`config.mk`:
```
export PLATFORM = sky130hd
export DESIGN_NAME = hazard_control_unit
export DESIGN_NICKNAME = d
export VERILOG_FILES = /design/src/rtl/cpu_pkg.sv /design/src/rtl/sat_counter.sv /design/src/rtl/hazard_control_unit.sv
export SDC_FILE = /design/constraint.sdc
export NUM_CORES = 1
export LEC_CHECK = 0
export CAP_MARGIN = 20
export CORE_MARGIN = 2
export CORE_UTILIZATION = 40
export DETAILED_ROUTE_END_ITERATION = 8
export PLACE_DENSITY = 0.78
export SLEW_MARGIN = 20
export SYNTH_ARGS = -nofsm -noshare
export SYNTH_HDL_FRONTEND = slang
export SYNTH_SLANG_ARGS = --single-unit
export TNS_END_PERCENT = 1
```
`constraint.sdc`:
```
create_clock -name clk -period 2 [get_ports clk]
set_input_delay 0.4 -clock clk [delete_from_list [all_inputs] [get_ports clk]]
set_output_delay 0.4 -clock clk [all_outputs]
set_load 0.05 [all_outputs]
```
`src/rtl/cpu_pkg.sv`:
```
// Shared definitions for the 5-stage MIPS core control logic.
//   hcu_state_t            : hazard controller FSM encoding
//   REG_ZERO               : architectural register $zero, never a real dependency
//   DEFAULT_TIMEOUT_CYCLES : default memory-wait supervision limit
package cpu_pkg;

  typedef enum logic {
    RUN      = 1'b0,
    MEM_WAIT = 1'b1
  } hcu_state_t;

  localparam logic [4:0] REG_ZERO = 5'd0;

  localparam int unsigned DEFAULT_TIMEOUT_CYCLES = 255;

endpackage

```
`src/rtl/sat_counter.sv`:
```
// Saturating event counter.
//   clk    : rising-edge clock
//   arst_n : asynchronous active-low reset, clears the count
//   inc    : count one event this cycle
//   value  : current count, holds at all-ones instead of wrapping
module sat_counter #(
  parameter int unsigned W = 32
) (
  input  logic         clk,
  input  logic         arst_n,
  input  logic         inc,
  output logic [W-1:0] value
);

  always_ff @(posedge clk or negedge arst_n) begin
    if (!arst_n) begin
      value <= '0;
    end else if (inc && (value != '1)) begin
      value <= value + W'(1);
    end
  end

endmodule

```
`src/rtl/hazard_control_unit.sv`:
```
// Pipeline hazard controller for the 5-stage MIPS core. Resolves hazards
// that forwarding cannot: load-use stalls (one ID/EX bubble), taken-branch
// flushes (IF/ID and ID/EX), and whole-pipeline freezes while a data-memory
// access is outstanding. Also supervises the memory wait and keeps
// saturating performance counters.
//   clk, arst_n           : clock, asynchronous active-low reset
//   IF_IDregisterRs/Rt    : source registers of the ID instruction
//   IF_IDusesRt           : ID instruction reads rt
//   ID_EXmemRead/RegRt    : load in EX and its destination
//   EX_MEMbranchTaken     : branch in MEM resolved taken
//   EX_MEMmemAccess       : MEM instruction accesses data memory
//   dmem_ready            : data memory completes this cycle
//   pc_write .. mem_wb_bubble : pipeline register enables / flushes
//   mem_timeout           : sticky, memory wait reached TIMEOUT_CYCLES
//   load_use_cnt, flush_cnt, mem_wait_cnt : saturating event counters
module hazard_control_unit
  import cpu_pkg::*;
#(
  parameter int unsigned TIMEOUT_CYCLES = DEFAULT_TIMEOUT_CYCLES,
  parameter int unsigned CNT_W          = 32
) (
  input  logic             clk,
  input  logic             arst_n,
  input  logic [4:0]       IF_IDregisterRs,
  input  logic [4:0]       IF_IDregisterRt,
  input  logic             IF_IDusesRt,
  input  logic             ID_EXmemRead,
  input  logic [4:0]       ID_EXregisterRt,
  input  logic             EX_MEMbranchTaken,
  input  logic             EX_MEMmemAccess,
  input  logic             dmem_ready,
  output logic             pc_write,
  output logic             if_id_write,
  output logic             if_id_flush,
  output logic             id_ex_write,
  output logic             id_ex_flush,
  output logic             ex_mem_write,
  output logic             mem_wb_bubble,
  output logic             mem_timeout,
  output logic [CNT_W-1:0] load_use_cnt,
  output logic [CNT_W-1:0] flush_cnt,
  output logic [CNT_W-1:0] mem_wait_cnt
);

  localparam int unsigned TW = $clog2(TIMEOUT_CYCLES + 1);
  localparam logic [TW-1:0] TIMER_MAX = TW'(TIMEOUT_CYCLES);

  hcu_state_t    state_q, state_d;
  logic [TW-1:0] timer_q, timer_d;
  logic          raw_freeze, raw_flush, raw_load_use;
  logic          ev_freeze, ev_flush, ev_load_use;
  logic          rt_hit_rs, rt_hit_rt;

  // Raw hazard conditions
  always_comb begin
    rt_hit_rs    = (ID_EXregisterRt == IF_IDregisterRs);
    rt_hit_rt    = IF_IDusesRt && (ID_EXregisterRt == IF_IDregisterRt);
    raw_freeze   = EX_MEMmemAccess && !dmem_ready;
    raw_flush    = EX_MEMbranchTaken;
    raw_load_use = ID_EXmemRead && (ID_EXregisterRt != REG_ZERO)
                   && (rt_hit_rs || rt_hit_rt);
  end

  // Prioritised events: exactly one (or none) applies per cycle. A
  // suppressed branch/load-use stays on the frozen pipeline inputs and is
  // taken up again on the first unfrozen cycle.
  always_comb begin
    ev_freeze   = raw_freeze;
    ev_flush    = !raw_freeze && raw_flush;
    ev_load_use = !raw_freeze && !raw_flush && raw_load_use;
  end

  // Pipeline register controls. Held at their idle values while reset is
  // asserted so the pipeline sees no spurious freeze from live inputs.
  always_comb begin
    pc_write      = 1'b1;
    if_id_write   = 1'b1;
    if_id_flush   = 1'b0;
    id_ex_write   = 1'b1;
    id_ex_flush   = 1'b0;
    ex_mem_write  = 1'b1;
    mem_wb_bubble = 1'b0;
    if (arst_n) begin
      if (ev_freeze) begin
        pc_write      = 1'b0;
        if_id_write   = 1'b0;
        id_ex_write   = 1'b0;
        ex_mem_write  = 1'b0;
        mem_wb_bubble = 1'b1;
      end else if (ev_flush) begin
        if_id_flush = 1'b1;
        id_ex_flush = 1'b1;
      end else if (ev_load_use) begin
        pc_write    = 1'b0;
        if_id_write = 1'b0;
        id_ex_flush = 1'b1;
      end
    end
  end

  // FSM next state and wait timer. The ready cycle itself is unfrozen, so
  // MEM_WAIT returns to RUN as soon as freeze drops.
  always_comb begin
    state_d = state_q;
    timer_d = timer_q;
    case (state_q)
      RUN: begin
        timer_d = '0;
        if (ev_freeze) begin
          state_d = MEM_WAIT;
          timer_d = TW'(1);
        end
      end
      MEM_WAIT: begin
        if (ev_freeze) begin
          if (timer_q != TIMER_MAX) begin
            timer_d = timer_q + TW'(1);
          end
        end else begin
          state_d = RUN;
          timer_d = '0;
        end
      end
      default: begin
        state_d = RUN;
        timer_d = '0;
      end
    endcase
  end

  always_ff @(posedge clk or negedge arst_n) begin
    if (!arst_n) begin
      state_q     <= RUN;
      timer_q     <= '0;
      mem_timeout <= 1'b0;
    end else begin
      state_q <= state_d;
      timer_q <= timer_d;
      if (timer_d == TIMER_MAX) begin
        mem_timeout <= 1'b1;
      end
    end
  end

  sat_counter #(.W(CNT_W)) u_load_use_cnt (
    .clk   (clk),
    .arst_n(arst_n),
    .inc   (ev_load_use),
    .value (load_use_cnt)
  );

  sat_counter #(.W(CNT_W)) u_flush_cnt (
    .clk   (clk),
    .arst_n(arst_n),
    .inc   (ev_flush),
    .value (flush_cnt)
  );

  sat_counter #(.W(CNT_W)) u_mem_wait_cnt (
    .clk   (clk),
    .arst_n(arst_n),
    .inc   (ev_freeze),
    .value (mem_wait_cnt)
  );

endmodule

```
# Word-level counts from Yosys, hierarchy flattened
# Cells that the tools add are included.
[word_totals] out_inout_bits=104 latchBits=0 memories=0 inputBits=22 romBits=0 reg_bits=106 ram_bits=0
[classes] reduce_logical=15 order_cmp=0 mul=0 shift=0 bitwise_logic=1 n_mux=19 n_addsub=4 n_div=0 eq_ne=7
[ops] op="32-bit by 1-bit adder with 32-bit output, second input constant" n=3
[ops] op="32-bit inequality test, second input constant" n=3
[ops] op="1-bit 2-to-1 mux" n=16
[ops] op="8-bit 2-to-1 mux" n=2
[ops] op="8-bit one-hot mux with 2 select lines" n=1
[ops] op="5-bit equality test" n=2
[ops] op="1-bit logical AND" n=10
[ops] op="8-bit by 1-bit adder with 8-bit output, second input constant" n=1
[ops] op="8-bit equality test, second input constant" n=1
[ops] op="8-bit inequality test, second input constant" n=1
[ops] op="5-bit nonzero test" n=1
[ops] op="1-bit logical NOT" n=3
[ops] op="1-bit logical OR" n=1
[ops] op="1-bit NOT" n=1

# Logic depth before layout (Yosys ltp)
[logic_depth] word_depth=9 depth_mapped=8

# By module
# A second synthesis with hierarchy kept.
[hier_totals] hier_cells=533 area_unflattened_um2=5592.9
[by_module_without_submodules] mod="sat_counter" cells_each=151 n_inst=3 area_each_um2=1624.1
[by_module_without_submodules] mod="hazard_control_unit" cells_each=80 n_inst=1 area_each_um2=720.7

# Worst setup path before layout
# Ideal clock, no wire load.
[synth_timing] path_kind="input-to-output" start="input port ID_EXregisterRt[0]" end="output port pc_write" arrival_time_ns=2.123 path_stages=6 slack_ns=-0.523 path_cell_list="or4_1 -> o221ai_2 -> buf_2 -> nand2_1 -> nand2_1 -> buf_4"
[synth_between] elab_chain_len=9
[synth_rtl] item="start: declaration" line_no="hazard_control_unit.sv:28" text="input logic [4:0] ID_EXregisterRt,"
[synth_rtl] item="5-bit equality test" line_no="hazard_control_unit.sv:57" text="rt_hit_rt = IF_IDusesRt && (ID_EXregisterRt == IF_IDregisterRt);"
[synth_rtl] item="1-bit logical AND" line_no="hazard_control_unit.sv:57"
[synth_rtl] item="1-bit logical OR" line_no="hazard_control_unit.sv:61" text="&& (rt_hit_rs || rt_hit_rt);"
[synth_rtl] item="1-bit logical AND *" line_no="hazard_control_unit.sv:61"
[synth_rtl] item="1-bit logical AND *" line_no="hazard_control_unit.sv:70" text="ev_load_use = !raw_freeze && !raw_flush && raw_load_use;"
[synth_rtl] item="1-bit 2-to-1 mux * (4 in a row)"
[synth_rtl] item="end: declaration" line_no="hazard_control_unit.sv:32" text="output logic pc_write,"
# Every way passes the cells marked *; elsewhere a longest branch is shown, timed or not.

# Worst setup path in the final report
[layout_timing] start="input port ID_EXregisterRt[4]" end="output port if_id_write"
[layout_between] elab_chain_len=9
[layout_rtl] item="5-bit equality test" line_no="hazard_control_unit.sv:57"
[layout_rtl] item="1-bit logical AND" line_no="hazard_control_unit.sv:57"
[layout_rtl] item="1-bit logical OR" line_no="hazard_control_unit.sv:61"
[layout_rtl] item="1-bit logical AND *" line_no="hazard_control_unit.sv:61"
[layout_rtl] item="1-bit logical AND *" line_no="hazard_control_unit.sv:70"
[layout_rtl] item="1-bit 2-to-1 mux *" line_no="hazard_control_unit.sv:93" text="end else if (ev_load_use) begin"
[layout_rtl] item="1-bit 2-to-1 mux *" line_no="hazard_control_unit.sv:90" text="end else if (ev_flush) begin"
[layout_rtl] item="1-bit 2-to-1 mux *" line_no="hazard_control_unit.sv:84" text="if (ev_freeze) begin"
[layout_rtl] item="1-bit 2-to-1 mux *" line_no="hazard_control_unit.sv:83" text="if (arst_n) begin"
[layout_rtl] item="end: declaration" line_no="hazard_control_unit.sv:33" text="output logic if_id_write,"
# Marks and branches as above.

==> key figures <==
Outcome
  – Outcome: complete, but fails checks
  – Failing checks: setup timing

Placement
  – DP HPWL: roughly 10 mm
  – Placed Cells: 874
  – Gpl congestion: between 0.8 and 0.9
  – Port bufs: between 100 and 150

Critical path
  – Worst EP arrival: approximately 1.7 ns
  – Crit Reg-Reg Startpoint: u_load_use_cnt.value[10]$_DFFE_PN0P_
  – Crit Path Category: in2out
  – Startpoint Class: input pin
  – Crit. End Element: output pin
  – FF-to-FF End: u_load_use_cnt.value[1]$_DFFE_PN0P_
  – R2R Setup Slk: -0.05 ns
  – R2R depth: 6
  – Max FO, Critical Path: 3
  – Critical path required time: about 1.6 ns

Global route
  – Initial antenna violation count: 0
  – Vias in the first global route: 4614
  – Tot GR Track Use: between 20% and 30%
  – First-pass GRT wire length: between 20 and 25 mm
  – Largest net degree at the start of global routing: 70
  – Total global routing overflow: 0

Synthesis
  – Compound-Gate Fraction of Synth Area: under 10%
  – Register area share after synthesis: about half
  – Largest family of logic cells by synthesized area: simple AND/OR/NAND/NOR gates
  – Syn_area_per_cell: approximately 10 um2
  – Seq cells post-synth: 106
  – Post-synthesis xor/xnor area fraction: roughly 17%
  – Mux contribution to synthesized area: less than 1%
  – Yosys cell types: 48
  – Mapped cell area: between 5000 and 6000 um2
  – Post-Synth Simple-Gate Area: a little over a quarter
  – Cell count after synthesis: about 500
  – Syn_nets: around 530
  – Warnings, synthesis: 0
  – Cell taking the most area after synthesis: dfrtp_1
  – Yosys top cell area share: just over 50%
  – Post-Synth Adder-Cell Area: less than 1%
  – Top cells by area, synth: dfrtp_1, xor2_1, xnor2_1, nand3_1, nand2_1

Route
  – Post-DRT Antenna Nets: 0
  – DR WL/cell: about 16 um
  – First DRT Iteration DRCs: approximately 240
  – Vias: approximately 4700
  – DRT Pass-1 Iters: 5
  – WL final: 14.0 mm
  – DRC: 0
  – Routed vias/inst: around 5.2

Timing
  – Worst-margin pin slew: a little under 0.9 ns
  – Hold WS: approximately 0.09 ns
  – Final Skew: about 0.0058 ns
  – Worst setup margin: -0.0979 ns
  – Max Clk Rate: 0.477 GHz
  – Rel. slew slack: around 42%
  – Setup Viol. Count Final: 5
  – Hold Violations, Final: 0
  – Setup repair after global routing missed its margin: true
  – Final slew viol count: 0
  – Min cycle time layout: around 2.1 ns
  – Period utilization: 105%

Clock network
  – Clock slew at reported path FFs: approximately 0.070 ns
  – Worst-Skew Late Latency: about 0.34 ns
  – Clock sink count: between 100 and 150
  – Clock buffer depth: 2
  – H-tree Lvls: 3
  – Root buffer cell: clkbuf_16
  – CTS tree: done
  – TritonCTS Buffers: 9

Floorplanning
  – Die H: 119 um
  – Core area: roughly 13000 um2
  – DIE WIDTH: 119 um
  – I/O pin total: around 130
  – Cell Rows: 41
  – Initial Util: 41.3%
  – Die area: 14100 um2

Layout
  – Fraction of layout cells with a size suffix above 1: roughly 33%
  – Non-filler cells, final: 892
  – Fillers: about 1100
  – Area occupied by multi-input gates: ~2700 um2
  – Diodes inserted: 0
  – Layout Nets: ~740
  – Reg area: approximately 2700 um2
  – Area grow syn2layout: 49.0%

Pwr
  – Seq pwr share: between 40% and 50%
  – Net Sw Power: 1.87 mW
  – Leak pwr: between 4 and 5 nW
  – Power share of the clock group: roughly a third
  – Maximum vdd drop: between 0.5 and 0.6 mV
  – PwrDens: about 760 nW/um2
  – Total power: approximately 6 mW
  – Internal power: just over 4 mW
  – Comb power frac: around 24%
  – Sw frac: 31.4%

Flow run
  – Max Cap Viol: 0

Worst hold path
  – HP Class: in2async
## logic make-up (layout without fill, tap and decap cells)
family          count (synthesis)  count (layout)
compound gates                 22              22
fa+ha+maj                       4               4
flops                         106             106
mux                             2               2
simple gates                  244             244
buf+inv                        21             239
xor+xnor                      103             103
## final cells by class
class | instances | area share, %
Sequential cell | 106 | 34.4
Timing Repair Buffer | 213 | 23.9
Clock inverter | 5 | 1.28
Inverter | 10 | 0.480
Tap cell | 172 | 2.75
Multi-Input combinational cell | 375 | 33.9
Clock buffer | 11 | 3.23
## cell usage after synthesis, drive strengths merged
library cell and number:
dfrtp 106, xor2 54, xnor2 49, nand2 47, nand3 44, nor2 33, and3 21, nor3 20
nand4 19, nor4 16, and4 14, inv 10, buf 8, a21oi 7, and2 6, ha 4
nand4b 4, or2 4, a31oi 3, clkbuf 3, nor3b 3, nor4b 3, or3 3, or4 3
a41o 2, a41oi 2, mux2 2, nand2b 2, o21ai 2, a211oi 1, a21boi 1, a21o 1
a31o 1, nand3b 1, nor4bb 1, o221ai 1, o31ai 1
## placed cells by master (no fill, tap or decap), types with 7 or more instances in the layout
master / Yosys / final
and3_1: 20 / 19
and4_1: 14 / 13
buf_4: 4 / 130
clkbuf_16: 0 / 9
clkdlybuf4s50_1: 0 / 19
dfrtp_1: 106 / 75
dfrtp_2: 0 / 31
dlygate4sd2_1: 0 / 28
dlymetal6s2s_1: 0 / 18
inv_1: 10 / 9
nand2_1: 47 / 44
nand3_1: 43 / 42
nand4_1: 18 / 18
nor2_1: 32 / 31
nor3_1: 18 / 16
nor4_1: 15 / 7
nor4_2: 0 / 8
xnor2_1: 49 / 49
xor2_1: 54 / 54
## per-layer routing
metal	up-vias	global-route usage, %	routed length (um)
met2	158	33.3	6940
met4	0	7.29	267
met5	-	0	0
met1	2298	26.3	6080
met3	25	4.20	722
li1	2194	-	-
## per-stage QoR
step	utilization [%]	instance area, um2	worst slack [ns]	setup TNS, ns
3_5_place_dp	57.8	7350	-0.641	-33.57
5_1_grt	61.5	7830	-0.192	-1.66
3_3_place_gp	57.8	7350	-0.552	-28.49
6_report	61.5	7830	-0.0979	-0.346
2_1_floorplan	-	5360	-0.117	-3.15
4_1_cts	60.5	7700	-0.0922	-0.351
## worst max-delay path by stage
stage,start,end
2_1_floorplan,u_load_use_cnt.value[10]$_DFFE_PN0P_,u_load_use_cnt.value[15]$_DFFE_PN0P_
3_3_place_gp,ID_EXregisterRt[4],u_load_use_cnt.value[1]$_DFFE_PN0P_
3_5_place_dp,ID_EXregisterRt[4],u_load_use_cnt.value[1]$_DFFE_PN0P_
4_1_cts,IF_IDregisterRt[0],if_id_write
5_1_grt,ID_EXregisterRt[4],if_id_write
6_report,ID_EXregisterRt[4],if_id_write
## critical path, stage by stage
cell and delay [ns]:
buf_8 0.10, xor2_1 0.15, nor4_1 0.27, and3_1 0.21
o221ai_2 0.12, buf_4 0.16, nand2_4 0.08, nand2_8 0.06
buf_12 0.15
## sequential cells by signal, indices dropped and copies added (netlist names)
signal                count
u_load_use_cnt.value     32
u_flush_cnt.value        32
u_mem_wait_cnt.value     32
state_q                   1
timer_q                   8
mem_timeout               1
## power by group through the flow
stage               logic [mW]  registers [mW]  clock network (mW)
floorplan                0.288            3.05                   0
global placement          1.44            2.49                   0
detailed placement        1.48            2.50                   0
CTS                       1.47            2.47                2.10
global route              1.54            2.49                2.18
finish                    1.45            2.47                2.05
## what timing repair did
item / in CTS / in global routing
hold buffers: 0 / 0
setup buffers: 2 / 0
hold endpoints to repair: 0 / 0
resized for setup: 73 / 40
gates cloned: 0 / 0
pin swaps: 15 / 12
endpoints found under the setup margin: 81 / 59
(Power assumes the default switching activity.)
